**src/rtl/irq_controller.sv**
```systemverilog
// rtl/irq_controller.sv - prioritised interrupt controller with edge-detected sources and machine timer
module irq_controller #(
    parameter int N_SRC = 4
) (
    input  logic             clk,
    input  logic             rst_n,
    input  logic [N_SRC-1:0] src_irq,
    input  logic [2:0]       reg_addr,
    input  logic             reg_we,
    input  logic             reg_re,
    input  logic [31:0]      reg_wdata,
    output logic [31:0]      reg_rdata,
    input  logic             int_ack,
    input  logic             int_done,
    output logic             interrupt,
    output logic [2:0]       claim_id
);

    localparam int NID = N_SRC + 1;

    localparam logic [2:0] A_PENDING  = 3'd0;
    localparam logic [2:0] A_ENABLE   = 3'd1;
    localparam logic [2:0] A_CLAIM    = 3'd2;
    localparam logic [2:0] A_MTIME    = 3'd3;
    localparam logic [2:0] A_MTIMECMP = 3'd4;
    localparam logic [2:0] A_CTRL     = 3'd5;
    localparam logic [2:0] A_CLEAR    = 3'd6;

    typedef enum logic [1:0] {
        S_IDLE,
        S_ASSERT,
        S_SERVICE
    } state_t;

    state_t           state_q, state_d;
    logic [N_SRC-1:0] sync1_q, sync2_q, prev_q;
    logic [2:0]       prime_q;
    logic [N_SRC:1]   pend_q, edge_det, clr_mask;
    logic [NID:1]     enable_q, eligible;
    logic [31:0]      mtime_q, mtimecmp_q;
    logic             timer_en_q, timer_pend;
    logic [2:0]       best_id;
    logic             take_claim;

    // Edges are masked until the synchronizer and edge flops hold real samples,
    // so a line already high at reset release never looks like a rising edge.
    assign edge_det   = (sync2_q & ~prev_q) & {N_SRC{prime_q[2]}};
    assign timer_pend = timer_en_q && (mtime_q >= mtimecmp_q);
    assign eligible   = {timer_pend, pend_q} & enable_q;
    assign take_claim = (state_q == S_ASSERT) && int_ack && (|eligible);

    always_comb begin
        best_id = 3'd0;
        for (int i = NID; i >= 1; i--) begin
            if (eligible[i]) best_id = 3'(i);
        end
    end

    always_comb begin
        clr_mask = '0;
        if (reg_we && reg_addr == A_CLEAR) clr_mask = reg_wdata[N_SRC:1];
        for (int i = 1; i <= N_SRC; i++) begin
            if (take_claim && best_id == 3'(i)) clr_mask[i] = 1'b1;
        end
    end

    always_comb begin
        state_d = state_q;
        case (state_q)
            S_IDLE:    if (|eligible) state_d = S_ASSERT;
            S_ASSERT: begin
                if (!(|eligible)) state_d = S_IDLE;
                else if (int_ack) state_d = S_SERVICE;
            end
            S_SERVICE: if (int_done) state_d = S_IDLE;
            default:   state_d = S_IDLE;
        endcase
    end

    always_ff @(posedge clk or negedge rst_n) begin
        if (!rst_n) begin
            state_q   <= S_IDLE;
            interrupt <= 1'b0;
            claim_id  <= 3'd0;
        end else begin
            state_q   <= state_d;
            interrupt <= (state_d == S_ASSERT);
            if (take_claim) claim_id <= best_id;
            else if (state_q == S_SERVICE && int_done) claim_id <= 3'd0;
        end
    end

    always_ff @(posedge clk or negedge rst_n) begin
        if (!rst_n) begin
            sync1_q <= '0;
            sync2_q <= '0;
            prev_q  <= '0;
            prime_q <= '0;
            pend_q  <= '0;
        end else begin
            sync1_q <= src_irq;
            sync2_q <= sync1_q;
            prev_q  <= sync2_q;
            prime_q <= {prime_q[1:0], 1'b1};
            // A new edge beats a clear landing on the same bit.
            pend_q  <= (pend_q & ~clr_mask) | edge_det;
        end
    end

    always_ff @(posedge clk or negedge rst_n) begin
        if (!rst_n) begin
            enable_q   <= '0;
            mtime_q    <= '0;
            mtimecmp_q <= 32'hFFFF_FFFF;
            timer_en_q <= 1'b0;
        end else begin
            if (reg_we && reg_addr == A_ENABLE)   enable_q   <= reg_wdata[NID:1];
            if (reg_we && reg_addr == A_MTIMECMP) mtimecmp_q <= reg_wdata;
            if (reg_we && reg_addr == A_CTRL)     timer_en_q <= reg_wdata[0];
            if (reg_we && reg_addr == A_MTIME)    mtime_q    <= reg_wdata;
            else if (timer_en_q)                  mtime_q    <= mtime_q + 32'd1;
        end
    end

    always_comb begin
        reg_rdata = '0;
        if (reg_re) begin
            case (reg_addr)
                A_PENDING:  reg_rdata[N_SRC:1] = pend_q;
                A_ENABLE:   reg_rdata[NID:1]   = enable_q;
                A_CLAIM:    reg_rdata[2:0]     = claim_id;
                A_MTIME:    reg_rdata          = mtime_q;
                A_MTIMECMP: reg_rdata          = mtimecmp_q;
                A_CTRL:     reg_rdata[0]       = timer_en_q;
                default:    reg_rdata          = '0;
            endcase
        end
    end

endmodule

```
**config.mk**
```make
export PLATFORM = sky130hd
export DESIGN_NAME = irq_controller
export DESIGN_NICKNAME = d
export VERILOG_FILES = /design/src/rtl/irq_controller.sv
export SDC_FILE = /design/constraint.sdc
export NUM_CORES = 1
export LEC_CHECK = 0
export CAP_MARGIN = 20
export CORE_MARGIN = 3
export CORE_UTILIZATION = 59
export DETAILED_ROUTE_END_ITERATION = 12
export PLACE_DENSITY = 0.86
export RECOVER_POWER = 100
export SYNTH_ARGS = -nofsm -noshare
export SYNTH_HDL_FRONTEND = slang
export SYNTH_SLANG_ARGS = --single-unit
```
**constraint.sdc**
```tcl
create_clock -name clk -period 5.5 [get_ports clk]
set_clock_uncertainty 0.05 [all_clocks]
set_input_delay 0.825 -clock clk [delete_from_list [all_inputs] [get_ports clk]]
set_output_delay 0.825 -clock clk [all_outputs]
set_load 0.03 [all_outputs]
```
==> summary.md, run 1 <==
| Metric | Value |
|---|---|
| Final setup violation count | 0 |
| Sequence of cells on the critical path | dlygate4sd3_1 > nor2b_1 > and2_1 > clkbuf_1 > a22oi_1 > nor2b_1 > dlygate4sd3_1 |
| Complex-gate fraction of the synthesized area | 16.29% |
| Leading cell type in the layout, fill and taps excluded | nand2_1 |
| Total Routed Length | 12900 um |
| 1st-iter DRT viols | 231 |
| Root buffer cell | clkbuf_8 |
| Deepest clock path buffer count | 2 |
| Gpl congestion | 0.8939 |
| Mux cell area share after synthesis | 2.533% |
| Most used DFF post-synth | dfrtp_1 |
| Sw Share | 39.37% |
| First-pass DRT Iterations | 5 |
| Post-synthesis adder-cell area fraction | 7.464% |
| Setup WS pre-CTS | 1.187 ns |
| Largest net degree at the start of global routing | 65 |
| Standard-cell rows | 34 |
| Clock Pin Slew Worst Setup and Hold Paths | 0.10 ns |
| Hold Buf Count CTS | 0 |
| Tcrit/Tclk final | 87.23% |
| Clock Sinks | 95 |
| Critical path's largest stage delay | 0.88 ns |
| H-tree depth | 3 |
| Die area | 10570 sq um |
| Net Switching | 0.0009556 W |
| Startpoint Class | primary input |
| Synth Area in Simple Gates | 20.29% |
| Worst-margin pin slew | 2.091 ns |
| Buf/Inv on CP | 3 |
| CP arrival | 3.92 ns |
| Layout area overhead | 18.53% |
| Status | complete, but fails checks |
| Crit Path Max Fanout | 16 |
| Tot GR Track Use | 25.14% |
| Syn nets | 685 |
| Most frequent cells in the layout | 71 x nand2_1, 63 x dfrtp_1, 51 x a21oi_1 |
| RSZ-0062 raised after global routing | false |
| Grt ovf | 0 |
| Mean routed wirelength per cell | 16.35 um |
| Final hold vios | 0 |
| Vias in the first global route | 4421 |
| Maximum VDD drop | 0.2751 mV |
| Clock power frac | 18.5% |
| F_max | 208.4 MHz |
| Sequential Power Share | 46.3% |
| Final Critical Period | 4.798 ns |
| Port Buffers | 80 |
| Combinational Power Share | 35.3% |
| Slowest cell on the critical path | dlygate4sd3_1 |
| Antenna Nets Post-Route | 0 |
| Min-delay worst type | flip-flop to flip-flop |
| Vias per std cell | 5.961 |
| Worst setup EP type | output pin |
| Die X | 102.8 um |
| TNS Setup | 0 ns |
| Antenna violations before repair | 0 |
| CTS Buf Count | 9 |
| Slew Viols, Final | 79 |
| CTS tree | yes |
| Dpl hpwl | 9346 um |
| CP Data Required Time | 4.62 ns |
| Worst-Skew Late Latency | 0.36 ns |
| Yosys reg bits | 95 |
| Initial Utilization | 61.92% |
| Ys Warns | 0 |
| Die span in y | 102.8 um |
| Post-CTS sizing | 0 |
| Total core area | 8934 sq um |
| Delay-heaviest family, CP | buffers and inverters |
| Leakage Power | 2.641 nW |
| Nets | 754 |
| Total number of vias | 4703 |
| Post-CTS Setup Repair Bufs | 0 |
| DRC | 0 |
| Sequential area share after synthesis | 43.70% |
| Share of the synthesized area in the top cell type | 28.50% |
| Share of cells above drive strength 1 | 10.28% |
| WS Path Type | primary input to output pin |
| Post-synth EDFFs | 0 |
| Syn avg cell area | 9.113 sq um |
| Register area | 2417 sq um |
| Synth area leader | dfrtp_1 |
| Cell-internal power | 0.001472 W |
| First-pass GRT wire length | 21100 um |
| Netlist cell types | 53 |
| Fraction of registers with async set/reset | 100.0% |
| I/O pin total | 81 |
| Diode count | 0 |
| Pwr dens | 370.2 nW/um^2 |
| Max-cap violation count | 2 |
| Synthesized area | 5532 sq um |
| Synth Area in XOR/XNOR | 4.908% |
| Area of the multi-input gates | 2849 sq um |
| Largest cells by area after synthesis | dfrtp_1 29%, dfstp_2 15%, ha_1 7.5%, nand2_1 4.8%, a21oi_1 4.6% |
| Worst setup margin | 0.7021 ns |
| Slew HR | -39.38% |
| Combinational family with the most area after synthesis | simple AND/OR/NAND/NOR gates |
| Fill count | 654 |
| Cells after Synth | 607 |
| Failing checks | capacitance limit, slew limit |
path summary, 6_finish.rpt:
path                                      endpoint                  startpoint  depth (start not counted)  slack (ns)
hold reg to reg               sync2_q[0]$_DFF_PN0_        sync1_q[0]$_DFF_PN0_                          0        0.31
setup / recovery                      reg_rdata[8]                 reg_addr[0]                          7        0.70
hold / removal                sync2_q[0]$_DFF_PN0_        sync1_q[0]$_DFF_PN0_                          0        0.31
min in group asynchronous   mtime_q[9]$_DFFE_PN0P_                       rst_n                          1        1.00
setup reg to reg           claim_id[0]$_DFFE_PN0P_  mtimecmp_q[15]$_DFFE_PN1P_                          8        2.72
max in group asynchronous  mtime_q[25]$_DFFE_PN0P_                       rst_n                          2        2.14
power by group through the flow:
stage / logic (W) / clock network (W) / registers, W
floorplan: 0.000597 / 0 / 0.00110
global placement: 0.000820 / 0 / 0.00112
detailed placement: 0.000861 / 0 / 0.00113
CTS: 0.000870 / 0.000453 / 0.00112
global route: 0.000960 / 0.000480 / 0.00115
finish: 0.000856 / 0.000448 / 0.00112
Yosys cell counts (3+ instances only):
master	number
ha_1	33
a32oi_1	3
mux2i_1	5
a31oi_1	3
xnor2_1	11
nor3_1	8
a22oi_1	28
mux2_2	8
nor2_1	45
nand3_1	17
nand4_1	16
o22ai_1	3
clkbuf_1	20
inv_1	35
and2_1	6
a21oi_1	51
buf_2	4
and3_1	8
nand2_1	70
nand2b_1	4
o21ai_0	43
dfrtp_1	63
nand3b_1	3
xor2_1	20
a21oi_2	3
nor2b_1	30
dfstp_2	32
registers in the layout (all words and copies together) (netlist names):
signal      cells
enable_q        5
state_q         2
pend_q          4
timer_en_q      1
mtimecmp_q     32
sync2_q         4
prev_q          4
claim_id        3
sync1_q         4
prime_q         3
mtime_q        32
interrupt       1
cell families after synthesis:
logic type                 count (synthesis)
and+or+nand+nor                          221
AOI/OAI and AO/OA                        149
DFF                                       95
buffers and inverters                     64
adders and majority gates                 33
xor gates and xnor gates                  31
muxes                                     13
other                                      1
cell type report:
cell class,count,area share [%]
sequential,95,36.87
inverter,35,2.004
multi-input combinational,448,43.45
clock inverter,7,0.9924
tap,108,2.061
timing repair buffer,87,12.73
clock buffer,9,1.889
through the flow:
step                      hold WS (ns)  power (W)  cells  util (%)  cell area [sq um]
after CTS                       0.3086   0.002440    788     73.53               6569
final                           0.3072   0.002427    789     73.39               6556
after floorplan                 0.2812   0.001693    607         -               5532
after detailed placement        0.2847   0.001992    772     71.41               6380
after global placement          0.2827   0.001941    772     71.41               6380
after global routing            0.3134   0.002594    789     73.39               6556
metal layers:
metal | up-vias | track usage [%] | wire (um) | share of wire [%]
met3 | 28 | 3.857 | 729 | 5.6
met5 | - | 0 | 0 | 0
li1 | 2262 | - | - | -
met4 | 0 | 7.968 | 289 | 2.2
met2 | 169 | 40.57 | 6203 | 48
met1 | 2244 | 35.21 | 5683 | 44
(Power assumes the default switching activity.)
==> run 2, diff against run 1 <==
Settings changed: CORE_ASPECT_RATIO set to 1.1.
==> summary.md, run 2 (synthesized netlist as in run 1, its figures left out) <==
| Metric | Value |
|---|---|
| Final Critical Period | 4.886 ns (was 4.798 ns) |
| First-pass GRT wire length | 22880 um (was 21100 um) |
| Initial Utilization | 61.40% (was 61.92%) |
| Port Buffers | 80 (unchanged) |
| Root buffer cell | clkbuf_8 (unchanged) |
| Delay-heaviest family, CP | buffers and inverters (unchanged) |
| Final setup violation count | 0 (unchanged) |
| Worst reg-to-reg setup slack | 2.74 ns (was 2.72 ns) |
| Clock power frac | 18.3% (was 18.5%) |
| Fill count | 688 (was 654) |
| Mean routed wirelength per cell | 17.08 um (was 16.35 um) |
| Sequence of cells on the critical path | dlygate4sd3_1 > nor2b_1 > and2_0 > buf_4 > a22oi_1 > nor2b_1 > dlygate4sd3_1 (was dlygate4sd3_1 > nor2b_1 > and2_1 > clkbuf_1 > a22oi_1 > nor2b_1 > dlygate4sd3_1) |
| Clock Pin Slew Worst Setup and Hold Paths | 0.09 ns (was 0.10 ns) |
| Vias in the first global route | 4875 (was 4421) |
| Startpoint Class | primary input (unchanged) |
| Leading cell type in the layout, fill and taps excluded | nand2_1 (unchanged) |
| Die X | 98.32 um (was 102.8 um) |
| Post-layout util | 72.79% (was 73.39%) |
| Status | complete, but fails checks (unchanged) |
| Hold Buf Count CTS | 0 (unchanged) |
| Post-CTS Setup Repair Bufs | 0 (unchanged) |
| Total core area | 9009 sq um (was 8934 sq um) |
| I/O pin total | 81 (unchanged) |
| RSZ-0062 raised after global routing | false (unchanged) |
| H-tree depth | 3 (unchanged) |
| Share of cells above drive strength 1 | 10.15% (was 10.28%) |
| Antenna violations before repair | 0 (unchanged) |
| Gpl congestion | 0.8972 (was 0.8939) |
| Die area | 10570 sq um (about the same) |
| Layout area overhead | 18.55% (was 18.53%) |
| Sequential Power Share | 46.2% (was 46.3%) |
| WS Path Type | primary input to output pin (unchanged) |
| Most frequent cells in the layout | 71 x nand2_1, 63 x dfrtp_1, 51 x a21oi_1 (unchanged) |
| Min-delay worst type | flip-flop to flip-flop (unchanged) |
| Launch point of the worst reg-to-reg path | mtimecmp_q[15]$_DFFE_PN1P_ (unchanged) |
| CP arrival | 4.01 ns (was 3.92 ns) |
| Post-CTS sizing | 0 (unchanged) |
| CTS Buf Count | 9 (unchanged) |
| Largest registers | mtime_q: 32 flops, mtimecmp_q: 32 flops, enable_q: 5 flops (unchanged) |
| Diode count | 0 (unchanged) |
| Total number of vias | 4741 (was 4703) |
| Maximum VDD drop | 0.2263 mV (was 0.2751 mV) |
| Vias per std cell | 5.971 (was 5.961) |
| Combinational Power Share | 35.4% (was 35.3%) |
| TNS Setup | 0 ns (unchanged) |
| Levels on crit path | 7 (unchanged) |
| Net Switching | 0.0009698 W (was 0.0009556 W) |
| Antenna Nets Post-Route | 0 (unchanged) |
| Placed Cells | 777 (was 772) |
| Max-cap violation count | 2 (unchanged) |
| Failing checks | capacitance limit, slew limit (unchanged) |
| CTS tree | yes (unchanged) |
| Worst-margin pin slew | 2.880 ns (was 2.091 ns) |
| F_max | 204.7 MHz (was 208.4 MHz) |
| Post-Layout Cell Count | 794 (was 789) |
| Sw Share | 39.69% (was 39.37%) |
| Buf/Inv on CP | 3 (unchanged) |
| Pwr dens | 372.7 nW/um^2 (was 370.2 nW/um^2) |
| Slew Viols, Final | 112 (was 79) |
| Largest net degree at the start of global routing | 65 (unchanged) |
| Area of the multi-input gates | 2849 sq um (unchanged) |
| Tot GR Track Use | 26.71% (was 25.14%) |
| Reg-to-reg endpoint | claim_id[0]$_DFFE_PN0P_ (unchanged) |
| Critical path's largest stage delay | 0.90 ns (was 0.88 ns) |
| Grt ovf | 0 (unchanged) |
| Slowest cell on the critical path | dlygate4sd3_1 (unchanged) |
| Total Routed Length | 13560 um (was 12900 um) |
| Deepest clock path buffer count | 2 (unchanged) |
| DRC | 0 (unchanged) |
| R2R depth | 8 (unchanged) |
| Slew HR | -92.09% (was -39.38%) |
| Worst-Skew Late Latency | 0.37 ns (was 0.36 ns) |
| First-pass DRT Iterations | 5 (unchanged) |
| Crit Path Max Fanout | 16 (unchanged) |
| Critical Path End | reg_rdata[14] (was reg_rdata[8]) |
| Nets | 753 (was 754) |
| Final hold vios | 0 (unchanged) |
| Cell-internal power | 0.001474 W (was 0.001472 W) |
| Clock Sinks | 95 (unchanged) |
| Critical path startpoint | reg_addr[0] (unchanged) |
| CP Data Required Time | 4.62 ns (about the same) |
| Register area | 2417 sq um (unchanged) |
| Die span in y | 107.6 um (was 102.8 um) |
| Tcrit/Tclk final | 88.84% (was 87.23%) |
| 1st-iter DRT viols | 356 (was 231) |
| Worst setup EP type | output pin (unchanged) |
| Standard-cell rows | 36 (was 34) |
| Leakage Power | 2.664 nW (was 2.641 nW) |
| Dpl hpwl | 9701 um (was 9346 um) |
run 2: cell types whose count changed in the layout (fill, tap and decap cells not counted), sizes merged:
cell	delta
clkbuf	-1
dlygate4sd3	+9
clkdlybuf4s50	-9
clkinv	-1
inv	+1
run 2: layer usage:
layer	part of all wire (%)	vias up	wire length [um]	GRT usage, %
met3	5.1	27	687	5.185
li1	-	2268	-	-
met5	0	-	0	0
met1	41	2294	5570	33.04
met2	52	152	6997	47.00
met4	2.2	0	302	8.683
run 2: layout make-up:
class / count / area share (%)
inverters: 35 / 2.003
multi-input cells: 448 / 43.45
repair buffers: 86 / 12.65
clock buffers: 9 / 1.889
flip-flops and latches: 95 / 36.86
well taps: 114 / 2.175
clock inverters: 7 / 0.9731
run 2: how the worst min path moves through the flow:
stage | slack [ns] | to | startpoint | cells past startpoint
2_1_floorplan | 0.28 | prime_q[1]$_DFF_PN0_ | prime_q[0]$_DFF_PN0_ | 0
3_3_place_gp | 0.28 | prime_q[2]$_DFF_PN0_ | prime_q[1]$_DFF_PN0_ | 0
3_5_place_dp | 0.28 | prime_q[2]$_DFF_PN0_ | prime_q[1]$_DFF_PN0_ | 0
4_1_cts | 0.31 | prime_q[2]$_DFF_PN0_ | prime_q[1]$_DFF_PN0_ | 0
5_1_grt | 0.32 | sync2_q[2]$_DFF_PN0_ | sync1_q[2]$_DFF_PN0_ | 0
6_report | 0.31 | prime_q[2]$_DFF_PN0_ | prime_q[1]$_DFF_PN0_ | 0
run 2: worst register-to-register path, delay by kind of cell, from the launching register on:
family          cells  cell delay, ns
compound gates      2            0.69
fa+ha+maj           1            0.31
buf+inv             1            0.06
flops               1            0.54
simple gates        4            1.01
run 2: stage by stage:
stage | setup WS (ns) | area (sq um) | power, W | hold slack [ns]
2_1_floorplan | 2.087 | 5532 | 0.001693 | 0.2812
3_3_place_gp | 1.014 | 6380 | 0.001945 | 0.2819
3_5_place_dp | 0.9304 | 6380 | 0.002004 | 0.2847
4_1_cts | 0.9086 | 6568 | 0.002457 | 0.3082
5_1_grt | 0.3376 | 6558 | 0.002618 | 0.3191
6_report | 0.6140 | 6558 | 0.002444 | 0.3067
run 2: power groups by stage:
| stage | Clock (W) | Combinational, W | Sequential, W |
|---|---|---|---|
| 4_1_cts | 0.000456 | 0.000877 | 0.00112 |
| 6_report | 0.000448 | 0.000865 | 0.00113 |
| 3_3_place_gp | 0 | 0.000822 | 0.00112 |
| 2_1_floorplan | 0 | 0.000597 | 0.00110 |
| 3_5_place_dp | 0 | 0.000870 | 0.00113 |
| 5_1_grt | 0.000485 | 0.000975 | 0.00116 |
==> run 3, diff against run 2 <==
Settings changed: CTS_BUF_LIST set to sky130_fd_sc_hd__clkbuf_4 sky130_fd_sc_hd__clkbuf_8 sky130_fd_sc_hd__clkbuf_16.
==> results of run 3 <==
Same layout as run 2: the final DEF is identical, and so are final timing and power.
